File: src/rtl/ikaopll_pkg.sv
// ikaopll_pkg: shared types and constants for the OPLL host-write scheduler.
package ikaopll_pkg;
   typedef enum logic [1:0] {ST_IDLE, ST_WAIT, ST_COMMIT} state_e;
   typedef enum logic [1:0] {CLS_GLOBAL, CLS_CHANNEL, CLS_UNMAPPED} cls_e;
   localparam int NUM_SLOTS = 18;
   localparam int NUM_CH = 9;
   localparam logic [7:0] GLB_LAST = 8'h07;
   localparam logic [7:0] GLB_X0 = 8'h0E;
   localparam logic [7:0] GLB_X1 = 8'h0F;
   localparam logic [1:0] BANK_FIRST = 2'd1;
   localparam logic [3:0] CH_LAST = 4'(NUM_CH - 1);
   // Channel banks live at 0x1x/0x2x/0x3x, each holding channels 0..8
   function automatic cls_e classify(input logic [7:0] a);
      return (a <= GLB_LAST || a == GLB_X0 || a == GLB_X1) ? CLS_GLOBAL :
             (a[7:6] == 2'd0 && a[5:4] >= BANK_FIRST && a[3:0] <= CH_LAST) ? CLS_CHANNEL :
             CLS_UNMAPPED;
   endfunction
endpackage

File: src/rtl/ikaopll_slotcnt.sv
// ikaopll_slotcnt: 0..17 frame slot counter, resynchronised by the cycle-0 marker.
module ikaopll_slotcnt
   import ikaopll_pkg::*;
(
   input  logic       emuclk_i,
   input  logic       ic_n_i,
   input  logic       en_i,
   input  logic       cyc0_i,
   output logic [4:0] slot_o
);
   logic [4:0] slot_q, slot_d;
   always_comb slot_d = cyc0_i ? 5'd1 : (slot_q == 5'(NUM_SLOTS - 1)) ? 5'd0 : slot_q + 5'd1;
   always_ff @(posedge emuclk_i or negedge ic_n_i)
      if (!ic_n_i) slot_q <= '0;
      else if (en_i) slot_q <= slot_d;
   assign slot_o = slot_q;
endmodule

File: src/rtl/ikaopll_wrsched.sv
// ikaopll_wrsched: holds host data writes until their frame commit slot, then
// strobes the register file for one phi1 period.
module ikaopll_wrsched
   import ikaopll_pkg::*;
#(
   parameter bit DROP_ON_BUSY = 1'b1
)
(
   input  logic       i_EMUCLK,
   input  logic       i_IC_n,
   input  logic       i_phi1_NCEN_n,
   input  logic       i_CYCLE_00,
   input  logic       i_CS_n,
   input  logic       i_WR_n,
   input  logic       i_A0,
   input  logic [7:0] i_D,
   output logic       o_REG_WE,
   output logic [5:0] o_REG_ADDR,
   output logic [7:0] o_REG_DATA,
   output logic       o_BUSY,
   output logic       o_OVF,
   output logic [4:0] o_SLOT
);
   logic en, stb, stb_q, ev, data_ev, mapped, acc, ovw, hit;
   logic we_q, busy_q, ovf_q;
   logic [7:0] addr_q, pdata_q, pdata_d;
   logic [5:0] paddr_q, paddr_d;
   logic [4:0] slot;
   cls_e cls, pcls_q, pcls_d;
   state_e state_q;

   assign en = ~i_phi1_NCEN_n;
   assign stb = ~i_CS_n & ~i_WR_n;
   assign ev = stb & ~stb_q;

   ikaopll_slotcnt u_slotcnt (
      .emuclk_i(i_EMUCLK),
      .ic_n_i  (i_IC_n),
      .en_i    (en),
      .cyc0_i  (i_CYCLE_00),
      .slot_o  (slot)
   );

   // An overwrite landing on a commit edge is judged against the new address
   always_comb begin
      cls = classify(addr_q);
      mapped = cls != CLS_UNMAPPED;
      data_ev = ev & i_A0 & mapped;
      acc = data_ev & (state_q == ST_IDLE);
      ovw = data_ev & (state_q == ST_WAIT) & ~DROP_ON_BUSY;
      paddr_d = (acc | ovw) ? addr_q[5:0] : paddr_q;
      pdata_d = (acc | ovw) ? i_D : pdata_q;
      pcls_d = (acc | ovw) ? cls : pcls_q;
      hit = (pcls_d == CLS_GLOBAL) | (slot == {1'b0, paddr_d[3:0]});
   end

   always_ff @(posedge i_EMUCLK or negedge i_IC_n)
      if (!i_IC_n) begin
         stb_q <= 1'b0;
         addr_q <= '0;
      end else begin
         stb_q <= stb;
         if (ev & ~i_A0) addr_q <= i_D;
      end

   always_ff @(posedge i_EMUCLK or negedge i_IC_n)
      if (!i_IC_n) begin
         state_q <= ST_IDLE;
         paddr_q <= '0;
         pdata_q <= '0;
         pcls_q <= CLS_UNMAPPED;
         we_q <= 1'b0;
         busy_q <= 1'b0;
         ovf_q <= 1'b0;
      end else begin
         paddr_q <= paddr_d;
         pdata_q <= pdata_d;
         pcls_q <= pcls_d;
         if (data_ev & (state_q != ST_IDLE)) ovf_q <= 1'b1;
         case (state_q)
            ST_IDLE: if (acc) begin
               state_q <= ST_WAIT;
               busy_q <= 1'b1;
            end
            ST_WAIT: if (en & hit) begin
               state_q <= ST_COMMIT;
               we_q <= 1'b1;
            end
            ST_COMMIT: if (en) begin
               state_q <= ST_IDLE;
               we_q <= 1'b0;
               busy_q <= 1'b0;
            end
            default: state_q <= ST_IDLE;
         endcase
      end

   assign o_REG_WE = we_q;
   assign o_REG_ADDR = paddr_q;
   assign o_REG_DATA = pdata_q;
   assign o_BUSY = busy_q;
   assign o_OVF = ovf_q;
   assign o_SLOT = slot;
endmodule
File: config.mk
export PLATFORM = sky130hd
export DESIGN_NAME = ikaopll_wrsched
export DESIGN_NICKNAME = d
export VERILOG_FILES = /design/src/rtl/ikaopll_pkg.sv /design/src/rtl/ikaopll_slotcnt.sv /design/src/rtl/ikaopll_wrsched.sv
export SDC_FILE = /design/constraint.sdc
export NUM_CORES = 1
export LEC_CHECK = 0
export ABC_CLOCK_PERIOD_IN_PS = 2900
export CAP_MARGIN = 20
export CELL_PAD_IN_SITES_DETAIL_PLACEMENT = 1
export CELL_PAD_IN_SITES_GLOBAL_PLACEMENT = 1
export CORE_MARGIN = 5
export CORE_UTILIZATION = 39
export CTS_CLUSTER_DIAMETER = 100
export CTS_CLUSTER_SIZE = 24
export DETAILED_ROUTE_END_ITERATION = 12
export PLACE_DENSITY = 0.77
export SLEW_MARGIN = 20
export SYNTH_ARGS = -nofsm -noshare
export SYNTH_HDL_FRONTEND = slang
export SYNTH_SLANG_ARGS = --single-unit
File: constraint.sdc
create_clock -name i_EMUCLK -period 2.9 [get_ports i_EMUCLK]
set_clock_uncertainty 0.2 [all_clocks]
set_input_delay 0.435 -clock i_EMUCLK [delete_from_list [all_inputs] [get_ports i_EMUCLK]]
set_output_delay 0.435 -clock i_EMUCLK [all_outputs]
set_load 0.02 [all_outputs]
Yosys cells after proc, flatten, opt, wreduce, memory -nomap -nowiden
Cells that the tools add are included.

Logic and storage cells: 67. Register bits after elaboration: 35. Output and inout bits: 22.

Multiplexer cells: 15. Add/sub/neg operators: 1. Equality and inequality tests: 10. Bitwise logic cells: 14. Reduce and logical (&&, ||, !) cells: 13. Magnitude comparators: 3.

Operator list (number): 8-bit by 4-bit equality test with 1-bit output, second input constant (2); 2-bit two-way mux (6); 5-bit two-way mux (2); 3-bit AND reduction (3); 1-bit bitwise AND (8); 8-bit by 3-bit <= comparator with 1-bit output, second input constant (1); 2-bit logical NOT (3); 2-bit != test, second input constant (3); 2-bit case mux with 3 select lines (1); 2-bit nonzero test (3); 5-bit by 1-bit adder with 5-bit output, second input constant (1); 5-bit by 4-bit equality test with 1-bit output (1); 5-bit equality test, second input constant (1); 1-bit inverter (5); 4-bit <= comparator, second input constant (1); 4-bit two-way mux (1); 1-bit case mux with 2 select lines (2); 1-bit two-way mux (3); 2-bit by 1-bit equality test with 1-bit output, second input constant (1); 2-bit equality test, second input constant (1); 2-bit by 1-bit greater-or-equal comparator with 1-bit output, second input constant (1); 1-bit logical AND (2); 1-bit logical OR (2); 2-bit by 1-bit != test with 1-bit output, second input constant (1); 1-bit OR (1).

Logic depth before layout (Yosys ltp)
Word-level depth: 14. Mapped depth: 7.

By module
From an unflattened synthesis, not the netlist that was laid out.

Cell total of the unflattened synthesis: 161. Area, all modules: 1681.6 µm².

By module, submodules not included: ikaopll_wrsched (area each 1420.1 µm², cells an instance 138, seq. area each 752.0 µm², times used 1); ikaopll_slotcnt (area each 261.5 µm², cells an instance 23, seq. area each 125.1 µm², times used 1).

Least setup slack after synthesis
Ideal clock, no wire load.

Path kind: register to register. From: reg addr_q[7]. To: reg state_q[0]. Cell stages (with the launch flop): 8. Arrival time: 1.951 ns. Slack: 0.625 ns. Clock period less this slack: 2.275 ns. Setup time: 0.124 ns. Cells stage by stage: dfrtp_1 or4_4 a21oi_4 o211a_1 buf_4 mux2i_1 nand4_1 o31a_1.

Word-level cells in the longest chain between the ends: 14. Elaborated cells on any way between the ends: 22.

Ends and longest elaborated chain: start: declaration (line ikaopll_wrsched.sv:26) `logic [7:0] addr_q, pdata_q, pdata_d;`; start signal: assignment (line ikaopll_wrsched.sv:63) `if (ev & ~i_A0) addr_q <= i_D;`; parallel branches: the longest is 4 deep, another holds 8-bit by 3-bit <= comparator with 1-bit output; 2-bit two-way mux * (line ikaopll_pkg.sv:14) `return (a <= GLB_LAST || a == GLB_X0 || a == GLB_X1) ? CLS_GLOBAL :`; 2-bit != test (line ikaopll_wrsched.sv:47) `mapped = cls != CLS_UNMAPPED;`; 1-bit bitwise AND (line ikaopll_wrsched.sv:48) `data_ev = ev & i_A0 & mapped;`; 1-bit bitwise AND (line ikaopll_wrsched.sv:49) `acc = data_ev & (state_q == ST_IDLE);`; 4-bit two-way mux or 2-bit two-way mux (tied branches) (line ikaopll_wrsched.sv:51, ikaopll_wrsched.sv:53); 5-bit by 4-bit equality test with 1-bit output or 2-bit logical NOT (tied branches) (line ikaopll_wrsched.sv:54) `hit = (pcls_d == CLS_GLOBAL) | (slot == {1'b0, paddr_d[3:0]});`; 1-bit OR (line ikaopll_wrsched.sv:54); 1-bit bitwise AND (line ikaopll_wrsched.sv:85) `ST_WAIT: if (en & hit) begin`; 2-bit by 1-bit != test with 1-bit output (no source line); 3-bit AND reduction (no source line) *; end signal: assignment (line ikaopll_wrsched.sv:82) `state_q <= ST_WAIT;`; end signal: assignment (line ikaopll_wrsched.sv:86) `state_q <= ST_COMMIT;`; end signal: assignment (line ikaopll_wrsched.sv:90) `state_q <= ST_IDLE;`; end: declaration (line ikaopll_wrsched.sv:30) `state_e state_q;`.

Every way passes the cells marked *. A chain may end at the register's enable or synchronous reset.

Worst setup path after layout
Ends and elaborated chain as after synthesis.

==> summary.md <==
| Metric | Value |
|---|---|
| Status | `finished, final reports clean` |
| Worst Reg2Reg Path Length in Cells | `6` |
| R2r startpoint | `addr_q[7]` |
| Number of DRC markers in iteration 0 | `25` |
| H-Tree Level Count | `2` |
| Cell family with most CP delay | `simple AND/OR/NAND/NOR gates` |
| Slowest cell on crit path | `or4_4` |
| Pwr per Cell Area | `approximately 830 nW/um^2` |
| Final period utilization | `0.829` |
| Nature of the critical path startpoint | `flop` |
| Post-Route Setup TNS | `0 ns` |
| Final Hold Viols | `0` |
| Final ANT Viol Nets | `0` |
| Core area | `between 4000 and 5000 sq um` |
| Clk sinks | `35` |
| Ports | `37` |
| Beginning of the critical path | `addr_q[7]` |
| WL/cell | `between 15 and 20 um` |
| Critical Path Stages | `6` |
| Netlist Area Pre-Place | `1690 sq um` |
| Hpwl dp | `around 3100 um` |
| First-pass GRT wire length | `approximately 7300 um` |
| Die area | `approximately 5800 sq um` |
| Max-cap violations | `0` |
| R2R Setup Slk | `0.50 ns` |
| RSZ-0062 raised after global routing | `false` |
| Syn_nets | `168` |
| Grt ovf | `0` |
| CTS tree | `built` |
| Tot GR Track Use | `0.170` |
| Hold/Removal Path Class | `flop to flop` |
| Buf/Inv on CP | `0` |
| Peak supply drop | `between 0.0004 and 0.0005 V` |
| Synth top cells by count | `dfrtp_1, nand2_1, mux2_2, o21ai_0, nor2_1` |
| Seq/Total Area, Yosys | `0.518` |
| TritonRoute pass-1 iters | `4` |
| Area growth, synth to finish | `30.6%` |
| CP Capture Point | `state_q[0]` |
| CTS buffer count | `5` |
| Crit Path Category | `flop to flop` |
| RD Place Congestion | `around 0.73` |
| IO buf count | `36` |
| Initial antenna violation count | `0` |
| CTS resizes | `0` |
| Initial Util | `0.394` |
| Tmin final | `between 2 and 2.5 ns` |
| Largest net degree at the start of global routing | `36` |
| Crit-path cells | `or4_4, a21oi_4, o211ai_4, mux2_2, nand4_1, o31a_1` |
| Leading cell type by number of instances after synthesis | `dfrtp_1` |
| Slowest stage delay, CP | `~0.55 ns` |
| Worst-path clk slew | `about 0.07 ns` |
| Setup Buffers After CTS | `0` |
| Element type at the critical path end | `flop` |
| Synth cell types | `40` |
| Headroom to the max-slew limit | `0.675` |
| Synth Register Bits | `35` |
| CP max FO | `10` |
| Worst Path Arrival | `roughly 2.4 ns` |
| Die X | `~76 um` |
| Layout cell share with drive strength beyond 1 | `0.190` |
| Vias per inst | `5.47` |
| Hold path depth | `2` |
| CTS Buffer Depth | `2` |
| Slew @ Worst Pin | `approximately 0.49 ns` |
| Routed wire length | `~4300 um` |
| Fmax | `around 420 MHz` |
| Row cnt | `24` |
| Filler Cells Inserted | `around 480` |
| Max Slew Vio Count | `0` |
| Hold buffer count at cts | `0` |
| Setup violators final | `0` |
| Post-synth top area cell | `dfrtp_1` |
| Storage element area | `between 800 and 900 sq um` |
| Leakage power | `around 0.95 nW` |
| Antenna Cells | `0` |
| Share of flip-flops with an asynchronous set or reset | `1.00` |
| Cells after Synth | `around 150` |
| Root Driver | `clkbuf_8` |
| Ys flop type | `dfrtp_1` |
| Area contributors post-synth | `dfrtp_1, mux2_2, o21ai_0` |
| RR Endpoint | `state_q[0]` |
| Die height | `between 70 and 80 um` |
| Synth top area share | `0.503` |
| Via count | `approximately 1400` |
| Number of synthesized flops with an enable pin | `0` |
| Area of the multi-input gates | `about 770 sq um` |
| Vias in the first global route | `1439` |
| Core Util, Final | `0.515` |
| Clock latency on the worst-skew pair | `0.29 ns` |
| Synth warnings | `0` |
| Post-Syn Area per Cell | `11.2 sq um` |
| Layout net count | `211` |
| Post-route DRC violation count | `0` |
| CP required | `approximately 2.9 ns` |
[how the worst min path moves through the flow]
| stage | startpoint | end |
|---|---|---|
| floorplan | i_IC_n | addr_q[0] |
| global placement | o_OVF | o_OVF |
| detailed placement | o_REG_ADDR[5] | o_REG_ADDR[5] |
| finish | o_REG_ADDR[4] | o_REG_ADDR[4] |
| CTS | o_REG_ADDR[4] | o_REG_ADDR[4] |
| global route | o_OVF | o_OVF |
[tightest hold or removal path, cell delays in order, from the launching register on]
cell	delay, ns
dfrtp_1	0.35
nand2_1	0.06
nand2_1	0.05
[through the flow]
step	hold WS (ns)	area, sq um	std cells	worst slack (ns)	power, mW
detailed placement	0.271	2130	239	0.204	1.52
floorplan	-0.0606	1690	151	0.625	1.16
global placement	0.257	2130	239	0.332	1.49
CTS	0.297	2210	247	0.496	1.88
global route	0.314	2210	247	0.412	1.97
finish	0.293	2210	247	0.495	1.85
[where the power goes]
part	internal [mW]	total (mW)	switching, mW
registers	0.639	0.785	0.146
clock network	0.168	0.337	0.169
logic	0.358	0.724	0.366
total	1.17	1.85	0.680
[cell families (layout without fill, tap and decap cells)]
kind of cell / Yosys count / after routing / share of synthesized area
compound gates: 37 / 37 / 0.172
xor+xnor: 2 / 2 / 0.0103
fa+ha+maj: 2 / 2 / 0.0148
buf+inv: 12 / 56 / 0.0288
flops: 35 / 35 / 0.518
mux: 18 / 18 / 0.118
simple gates: 45 / 45 / 0.137
[layout make-up]
class | instances | share of cell area
Clock buffer | 7 | 0.0345
Clock inverter | 1 | 0.00226
Inverter | 8 | 0.0136
Multi-Input combinational cell | 104 | 0.347
Sequential cell | 35 | 0.397
Tap cell | 52 | 0.0294
Timing Repair Buffer | 40 | 0.177
[routing by layer]
layer  vias to the layer above  GRT usage  wire [um]
li1                        628          -          -
met1                       682      0.215       1880
met2                        35      0.279       2070
met3                         7     0.0501        250
met4                         0     0.0583         74
met5                         -          0          0
[sequential cells by signal, indices dropped and copies added, names as in the netlist]
register          flops
o_REG_WE              1
o_OVF                 1
pcls_q                2
stb_q                 1
state_q               2
o_REG_DATA            8
o_BUSY                1
addr_q                8
u_slotcnt.slot_o      5
o_REG_ADDR            6
[layout by cell type, fill, tap and decap left out, types with 4 or more instances in the layout]
cell type / netlist / routed
mux2_2: 16 / 16
nor2_1: 13 / 13
clkbuf_8: 0 / 5
buf_4: 1 / 4
nand2_1: 18 / 18
clkdlybuf4s50_1: 0 / 36
inv_1: 8 / 8
dfrtp_1: 34 / 34
o21ai_0: 14 / 14
Power figures use the tool's default switching activity.
